--- config.mk ---
export PLATFORM = sky130hd
export DESIGN_NAME = alu_exec_unit
export DESIGN_NICKNAME = d
export VERILOG_FILES = /design/src/rtl/alu_exec_unit_pkg.sv /design/src/rtl/alu_shift_step.sv /design/src/rtl/alu_exec_unit.sv
export SDC_FILE = /design/constraint.sdc
export NUM_CORES = 1
export LEC_CHECK = 0
export CORE_ASPECT_RATIO = 0.6
export CORE_MARGIN = 2
export CORE_UTILIZATION = 35
export CTS_BUF_LIST = sky130_fd_sc_hd__clkbuf_4 sky130_fd_sc_hd__clkbuf_8
export DETAILED_ROUTE_END_ITERATION = 10
export PLACE_DENSITY = 0.62
export RECOVER_POWER = 100
export SLEW_MARGIN = 0
export SYNTH_ARGS = -nofsm -noshare
export SYNTH_HDL_FRONTEND = slang
export SYNTH_HIERARCHICAL = 1
export SYNTH_SLANG_ARGS = --single-unit
--- constraint.sdc ---
create_clock -name clk -period 2.24 [get_ports clk]
set_input_delay 0.448 -clock clk [delete_from_list [all_inputs] [get_ports clk]]
set_output_delay 0.448 -clock clk [all_outputs]
set_load 0.01 [all_outputs]
--- src/rtl/alu_exec_unit_pkg.sv ---
// rtl/alu_exec_unit_pkg.sv - shared opcode and state types for the ALU execution unit
package definitions;

  typedef enum logic [2:0] {
    ADD = 3'd0,
    SUB = 3'd1,
    SLL = 3'd2,
    SRA = 3'd3,
    SRL = 3'd4,
    GT  = 3'd5,
    EQ  = 3'd6,
    NEG = 3'd7
  } op_mne;

  typedef enum logic [1:0] {
    IDLE,
    SHIFT,
    DONE
  } alu_state_e;

  function automatic logic is_shift(input op_mne op);
    return (op == SLL) || (op == SRA) || (op == SRL);
  endfunction

endpackage

--- src/rtl/alu_shift_step.sv ---
// rtl/alu_shift_step.sv - one-bit shift of the accumulator, reporting the bit shifted out
module alu_shift_step #(
  parameter int W = 8
) (
  input  logic [W-1:0] acc,
  input  logic         dir_left,
  input  logic         arith,
  output logic [W-1:0] acc_next,
  output logic         out_bit
);

  always_comb begin
    acc_next = '0;
    out_bit  = 1'b0;
    if (dir_left) begin
      acc_next = {acc[W-2:0], 1'b0};
      out_bit  = acc[W-1];
    end else begin
      acc_next = {arith & acc[W-1], acc[W-1:1]};
      out_bit  = acc[0];
    end
  end

endmodule

--- src/rtl/alu_exec_unit.sv ---
// rtl/alu_exec_unit.sv - multi-cycle ALU execution unit with valid/ready request and response
module alu_exec_unit
  import definitions::*;
#(
  parameter int W = 8
) (
  input  logic         clk,
  input  logic         rst_n,
  input  logic         req_valid,
  output logic         req_ready,
  input  op_mne        req_op,
  input  logic [W-1:0] req_a,
  input  logic [W-1:0] req_b,
  output logic         rsp_valid,
  input  logic         rsp_ready,
  output logic [W-1:0] rsp_result,
  output logic         rsp_flag,
  output logic         busy
);

  localparam int CW = $clog2(W + 1);
  localparam logic [W:0] W_EXT = (W + 1)'(W);

  alu_state_e    state_q, state_d;
  op_mne         op_q, op_d;
  logic [W-1:0]  acc_q, acc_d;
  logic          flag_q, flag_d;
  logic [CW-1:0] cnt_q, cnt_d;

  logic          accept;
  logic [CW-1:0] req_cnt;
  logic [W:0]    sum;
  logic [W-1:0]  alu_res;
  logic          alu_flag;
  logic [W-1:0]  step_acc;
  logic          step_bit;

  assign req_ready  = (state_q == IDLE) || ((state_q == DONE) && rsp_ready);
  assign accept     = req_valid && req_ready;
  assign rsp_valid  = (state_q == DONE);
  assign busy       = (state_q != IDLE);
  assign rsp_result = acc_q;
  assign rsp_flag   = flag_q;

  // Saturate on the full-width b so large counts are never aliased by truncation.
  assign req_cnt = ({1'b0, req_b} >= W_EXT) ? CW'(W) : CW'(req_b);

  always_comb begin
    sum      = {1'b0, req_a} + {1'b0, req_b};
    alu_res  = req_a;
    alu_flag = 1'b0;
    case (req_op)
      ADD: begin
        alu_res  = sum[W-1:0];
        alu_flag = sum[W];
      end
      SUB: begin
        alu_res  = req_a - req_b;
        alu_flag = (req_a < req_b);
      end
      GT: begin
        alu_flag = (req_a > req_b);
        alu_res  = {{(W-1){1'b0}}, alu_flag};
      end
      EQ: begin
        alu_flag = (req_a == req_b);
        alu_res  = {{(W-1){1'b0}}, alu_flag};
      end
      NEG: begin
        alu_res  = -req_a;
        alu_flag = |req_a;
      end
      default: begin
        alu_res  = req_a;
        alu_flag = 1'b0;
      end
    endcase
  end

  alu_shift_step #(.W(W)) u_shift_step (
    .acc      (acc_q),
    .dir_left (op_q == SLL),
    .arith    (op_q == SRA),
    .acc_next (step_acc),
    .out_bit  (step_bit)
  );

  always_comb begin
    state_d = state_q;
    op_d    = op_q;
    acc_d   = acc_q;
    flag_d  = flag_q;
    cnt_d   = cnt_q;
    case (state_q)
      IDLE, DONE: begin
        if (accept) begin
          op_d = req_op;
          if (is_shift(req_op) && (req_cnt != '0)) begin
            state_d = SHIFT;
            acc_d   = req_a;
            cnt_d   = req_cnt;
            flag_d  = 1'b0;
          end else begin
            state_d = DONE;
            acc_d   = alu_res;
            flag_d  = alu_flag;
          end
        end else if ((state_q == DONE) && rsp_ready) begin
          state_d = IDLE;
        end
      end
      SHIFT: begin
        acc_d  = step_acc;
        flag_d = step_bit;
        cnt_d  = cnt_q - CW'(1);
        if (cnt_q == CW'(1)) begin
          state_d = DONE;
        end
      end
      default: state_d = IDLE;
    endcase
  end

  always_ff @(posedge clk or negedge rst_n) begin
    if (!rst_n) begin
      state_q <= IDLE;
      op_q    <= ADD;
      acc_q   <= '0;
      flag_q  <= 1'b0;
      cnt_q   <= '0;
    end else begin
      state_q <= state_d;
      op_q    <= op_d;
      acc_q   <= acc_d;
      flag_q  <= flag_d;
      cnt_q   <= cnt_d;
    end
  end

endmodule
==> impl_results.md <==
- Outcome: finished, final reports clean
- Crit path max fanout: 7
- Initial Utilization: 0.3642
- Synth top area share: 0.2015
- Crit start category: primary input
- Drt via density: 5.402
- Die Span Y: 65.91 microns
- DR WL/cell: 15.46 microns
- Sink Count: 18
- Post-Syn Nets: between 300 and 400
- Largest net degree at the start of global routing: 19
- Clk buf depth: 2
- Tcrit/Tclk final: 0.9763
- Crit path capture type: flop
- Root buf cell: clkbuf_8
- Most used cell along the critical path: a21oi_1
- Routed wire length: between 7000 and 8000 microns
- Combinational family with the most area after synthesis: simple AND/OR/NAND/NOR gates
- Req. time, crit path: 2.38 ns
- Total CTS buffers: 3
- Footprint of the multi-input gates: approximately 1800 sq um
- Post-synthesis sequential area ratio: 0.2015
- Final setup viols: 0
- NumNets Final: 425
- Vias: 2,501
- Worst-Margin Slew: 1.014 ns
- Post-synth top flop: dfrtp_1
- Initial DRC count: ~130
- P&R area growth vs syn: 48.13%
- Mapped Avg Cell Area: 7.791 sq um
- CP Cell Sequence: clkdlybuf4s50_1, inv_1, ha_4, a21o_1, a21oi_1, a21oi_1, or3_1, a31oi_2, o31ai_1
- FP Rows: 22
- Layout cells sized above 1: 0.3113
- Hold Fails Final Rpt: 0
- Hold crit path type: flop to flop
- Diodes inserted: 0
- First-pass GRT wire length: 11,900 microns
- Pwr dens: 732.8 nW/um^2
- Synth area leaders: dfrtp_1, ha_1, nand2_1
- Number of global-route vias before repair: 2,340
- I/O Pins: 35
- EDFF count, synth: 0
- FF+latch count, synth: 18
- Area leader, netlist: dfrtp_1
- H-tree depth: 1
- Final Cell Area: approximately 3300 sq um
- TritonRoute pass-1 iters: 5
- Dpl cells: 458
- Final HPWL DP: between 5000 and 6000 microns
- # Max-Cap Violations: 0
- Critical Path AT: 2.33 ns
- Synth Area in Simple Gates: 0.2854
- Hold_ws: 0.5031 ns
- Post-Synth Adder-Cell Area: 0.1242
- Finished Layout Cells: roughly 460
- Yosys warnings: 6
- Worst slack, placed: -0.5555 ns
- Syn Inst Count: 287
- Worst Clk Skew: 0.004084 ns
- Gpl congestion: 0.9056
- Routed Antenna Nets: 0
- Initial antenna violation count: 0
- RSZ-0062 raised after global routing: yes
- Ys async rst share: 1.000
- CTS tree: built
- Die area: 7065 sq um
- Clock Latency Late Sink: around 0.25 ns
- Fill count: 582
- Total grt overflow: 0
- Buffers & Inverters on Critical Path: 2
- Core box area: 6138 sq um
- PortBufs: 34
- IR drop worst, VDD: about 0.45 mV
- Pleak: approximately 1.5 nW
- Total GRT Usage: 0.2157
- Fraction of synthesized area in multiplexers: 0.06100
- Placed inst area: 3112 sq um
- Sum Neg Setup Slack: 0 ns
- Final critical-path required period: 2.187 ns
- Worst path slowest cell: clkdlybuf4s50_1
- Synth Cell Area: 2236 sq um
- DRC viols: 0
- Register area: 450.4 sq um
- Final worst slack: approximately 0.053 ns
- Critical path class: primary input to flop
- FMAX: approximately 460 MHz
- Distinct cell type count after synthesis: 61
- Fin. max-slew vios: 0
- Worst path top cell family by delay: compound AO/OA/AOI/OAI gates
- Die width: about 110 microns
- Worst path max stage delay: around 0.47 ns
- Max-slew headroom: 0.3237
- Compound-gate portion of the synthesized area: 0.2350
- Clock transition at path regs: 0.07 ns
- Post-synthesis xor/xnor area fraction: 0.02350
worst min-delay path, stage by stage, from the launching register on:
cell and delay [ns]:
dfrtp_1 0.36, nand2_1 0.05, nand2_1 0.06
cells in the mapped netlist, drive strengths merged, types with 2 or more instances:
| library cell | n |
|---|---|
| nand2 | 29 |
| a21oi | 21 |
| nor2 | 20 |
| ha | 19 |
| dfrtp | 18 |
| nor3 | 18 |
| o21ai | 18 |
| inv | 15 |
| nor2b | 12 |
| buf | 10 |
| a31oi | 8 |
| mux2 | 8 |
| or3 | 8 |
| clkbuf | 7 |
| nand3 | 7 |
| a21o | 6 |
| nand2b | 6 |
| nor3b | 4 |
| xnor2 | 4 |
| a211oi | 2 |
| a21boi | 2 |
| a311oi | 2 |
| and3b | 2 |
| fa | 2 |
| mux2i | 2 |
| nand4 | 2 |
| nor4 | 2 |
| nor4b | 2 |
| o2111ai | 2 |
| o21bai | 2 |
| o22ai | 2 |
| o31a | 2 |
| o31ai | 2 |
| xor2 | 2 |
where the power goes:
group          total [W]  switching, W  internal (W)
sequential      0.000670      0.000183      0.000487
combinational    0.00153      0.000716      0.000816
clock           0.000224      0.000104      0.000120
layer usage:
layer / up-vias / track usage / part of all wire
met1: 1165 / 0.3435 / 0.51
li1: 1230 / - / -
met3: 6 / 0.04828 / 0.086
met5: - / 0 / 0
met2: 100 / 0.2951 / 0.40
met4: 0 / 0.02597 / 0.0074
worst paths after layout:
path | slack, ns | endpoint | cells after the start | start
worst max register to register | 0.48 | rsp_flag$_DFFE_PN0P_ | 6 | op_q[2]$_DFFE_PN0P_
worst max-delay path | 0.05 | rsp_result[5]$_DFFE_PN0P_ | 9 | req_b[3]
worst min-delay path | 0.50 | op_q[2]$_DFFE_PN0P_ | 2 | op_q[2]$_DFFE_PN0P_
worst min register to register | 0.50 | op_q[2]$_DFFE_PN0P_ | 2 | op_q[2]$_DFFE_PN0P_
max in group asynchronous | 0.73 | cnt_q[1]$_DFFE_PN0P_ | 2 | rst_n
min in group asynchronous | 0.89 | rsp_result[7]$_DFFE_PN0P_ | 2 | rst_n
kinds of logic (layout without fill, tap and decap cells):
group | count (synthesis) | after routing
AO/OA/AOI/OAI | 81 | 81
adder cells (fa/ha/maj) | 21 | 21
flip-flops | 18 | 18
AND/OR/NAND/NOR | 118 | 118
buffers and inverters | 33 | 125
XOR/XNOR | 6 | 6
multiplexers | 10 | 10
final cells by class:
cell class | count | share of cell area
multi-input combinational | 236 | 0.5395
timing repair buffer | 106 | 0.2622
sequential | 18 | 0.1360
tap | 84 | 0.03173
inverter | 16 | 0.01813
clock buffer | 3 | 0.01247
cell usage in the layout, fill, tap and decap left out, drive strengths merged, types with 6 or more instances in the layout:
| master | instances |
|---|---|
| nand2 | 29 |
| mux2 | 8 |
| nor2b | 12 |
| ha | 19 |
| buf | 66 |
| nor2 | 20 |
| nand2b | 6 |
| o21ai | 18 |
| clkdlybuf4s50 | 12 |
| dfrtp | 18 |
| nand3 | 7 |
| or3 | 8 |
| a31oi | 8 |
| nor3 | 18 |
| inv | 15 |
| clkbuf | 11 |
| dlygate4sd3 | 12 |
| a21o | 6 |
| a21oi | 21 |
state kept, by name, summed over array words and instances (netlist names):
name and flops:
rsp_result 8, cnt_q 4, op_q 3, state_q 2
rsp_flag 1
metrics by stage:
stage               total power, W    util
finish                    0.002427  0.5395
floorplan                 0.001555       -
CTS                       0.002431  0.5265
detailed placement        0.002172  0.5069
global route              0.002629  0.5395
global placement          0.002159  0.5069
what timing repair did:
item,4_1_cts,5_1_grt
setup buffers,2,0
resized for setup,21,26
gates cloned,0,0
pin swaps,8,17
hold buffers,0,0
setup endpoints to repair,8,6
Note: power is estimated with default switching activity, not from simulation.
==> patch (config.mk and constraints unchanged) <==
`W` is set to 8 in 2 places; all go to 32.
--- a/src/rtl/alu_shift_step.sv
+++ b/src/rtl/alu_shift_step.sv
@@ -1,5 +1,5 @@
 // rtl/alu_shift_step.sv - one-bit shift of the accumulator, reporting the bit shifted out
 module alu_shift_step #(
-  parameter int W = 8
+  parameter int W = 32
 ) (
   input  logic [W-1:0] acc,
--- a/src/rtl/alu_exec_unit.sv
+++ b/src/rtl/alu_exec_unit.sv
@@ -3,5 +3,5 @@
   import definitions::*;
 #(
-  parameter int W = 8
+  parameter int W = 32
 ) (
   input  logic         clk,
Ports: changed (resized req_a, req_b and rsp_result); port bits go from 35 to 107. No check against the original RTL was run, so the function may have changed too.
==> patch against the unedited design <==
Routed wire length rose to 5.1 times the old value; worst setup slack got worse by 490 ps; largest power group unchanged; area after synthesis grew to 3.3 times the old value; critical path depth increased by 7; critical path type unchanged; global-route usage grew 9.9 points; design area grew to 4.2 times the old value; combinational power increased to 4.0 times the old value; the flow now finishes with violations (negative setup slack); critical endpoint is now rsp_result[16]; count of clock-buffer cells in the layout is 3 higher; non-clock buffer count increased by 443; highest routed layer unchanged; sequential cell count rose by 26; via count grew to 4.2 times the old value; power grew to 3.4 times the old value; die area grew to 3.2 times the old value.
==> patch: results (changes against the unedited design) <==
[pwr] reported combinational group power 6060 µW [+300%]
[place] pre-CTS worst setup slack -1386 ps [-830.7 ps]
[pwr] Cell Pwr Density 590.0 nW/µm² [-19%]
[logic_synthesis] mux cell area share after synthesis 0.06761 [+0.006615]
[global_route] global-route wire length before repair 55120 µm [+360%]
[clock_tree] H-tree depth 2 [+1]
[layout] total number of sequential cells 44 [+26]
[clock_tree] number of buffers created by CTS 5 [+2]
[detailed_routing] DRT Pass-1 Iters 6 [+1]
[critical_path] register-to-register setup slack 190 ps [-290 ps]
[critical_path] CP startpoint req_a[0]
[clock_tree] setup repair bufs after CTS 47 [+45]
[place] Cells after DPL 1732 [+280%]
[sta] final total negative setup slack -7763 ps [-7763 ps]
[layout] portion of the layout cell area used by clock cells 0.006592 [-0.005875]
[place] hpwl dp 27040 µm [+360%]
[sta] actual slew at the worst max-slew pin 1170 ps [+155.7 ps]
[sta] Setup-failing EPs final 27 [+27]
[clock_tree] Clk pin slew, worst setup/hold paths 100 ps [+30 ps]
[layout] fillers 1667 [+190%]
[pwr] switching portion of total power 0.4480 [+0.03436]
[critical_path] RR Endpoint rsp_result[25]
[layout] number of buffers outside the clock class in the layout 549 [+420%]
[sta] Final WS setup -433.5 ps [-486.7 ps]
[detailed_routing] Via-to-Cell Ratio 5.834 [+8.0%]
[logic_synthesis] Area contributors post-synth dfrtp_1 (15%), ha_1 (11%), a21oi_1 (7.6%)
[critical_path] worst setup path endpoint rsp_result[16]
[layout] area of combinational cells with multiple inputs 7680 µm² [+330%]
[layout] count of non-CTS inverters in the layout 75 [+59]
[layout] Seq/total area 0.07839 [-0.05761]
[hold_path] class of the tightest hold or removal check in -> async
[global_route] number of global-route vias before repair 9923 [+320%]
[pwr] leakage power 0.006172 µW [+320%]
[sta] tightest hold margin 420.6 ps [-82.51 ps]
[layout] clkbuf count 6 [+3]
[layout] fraction of final layout cells with drive strength greater than 1 0.5388 [+0.2274]
[layout] Final Instance Count excl. Fillers 1814 [+290%]
[pwr] Flop+latch power 1650 µW [+150%]
[logic_synthesis] post-synthesis sequential area ratio 0.1484 [-0.05308]
[status] violated checks negative setup slack
[layout] synth-to-layout area growth 89.28%
[global_route] Total GRT Usage 0.3146 [+0.09891]
[status] outcome complete, but fails checks
[logic_synthesis] Synth Area in Compound Gates 0.3249 [+0.08987]
[logic_synthesis] number of nets in the synthesized netlist 1177 [+260%]
[sta] Layout Skew 6.601 ps [+2.517 ps]
[logic_synthesis] post-synthesis xor/xnor area fraction 0.03541 [+0.01190]
[layout] total area of sequential cells 1101 µm² [+140%]
[clock_tree] insertion delay of the later-clocked pin in the worst-skew pair 320 ps [+70 ps]
-- patch: changes by cell type after synthesis, sizes merged, moves of 45 or more --
cell	delta
a21oi	+91
nand2	+59
clkbuf	+45
o21ai	+91
nor2	+58
inv	+60
ha	+48
-- patch: critical path, cell delays in order --
cell       delay (ps)
buf_12            120
inv_12             50
ha_4              120
inv_2              40
fa_2              410
nand3_4            90
a211oi_4           80
o21ai_4           210
buf_6             160
nand3_4            70
a21oi_4           140
o21a_1            250
a2bb2oi_2         220
xnor2_2            90
a221oi_2          280
a21oi_1           110
-- patch: kinds of logic (layout without fill, tap and decap cells) --
group,count (synthesis),after routing
compound gates,385,385
xor+xnor,30,30
fa+ha+maj,69,69
buf+inv,134,632
flops,44,44
mux,36,36
simple gates,339,339
-- patch: layer usage --
metal | track usage | wire [µm] | vias up
met5 | 0 | 0 | -
met4 | 0.05038 | 950 | 0
met3 | 0.04472 | 3181 | 80
met2 | 0.4845 | 15630 | 568
met1 | 0.4720 | 16730 | 5111
li1 | - | - | 4823
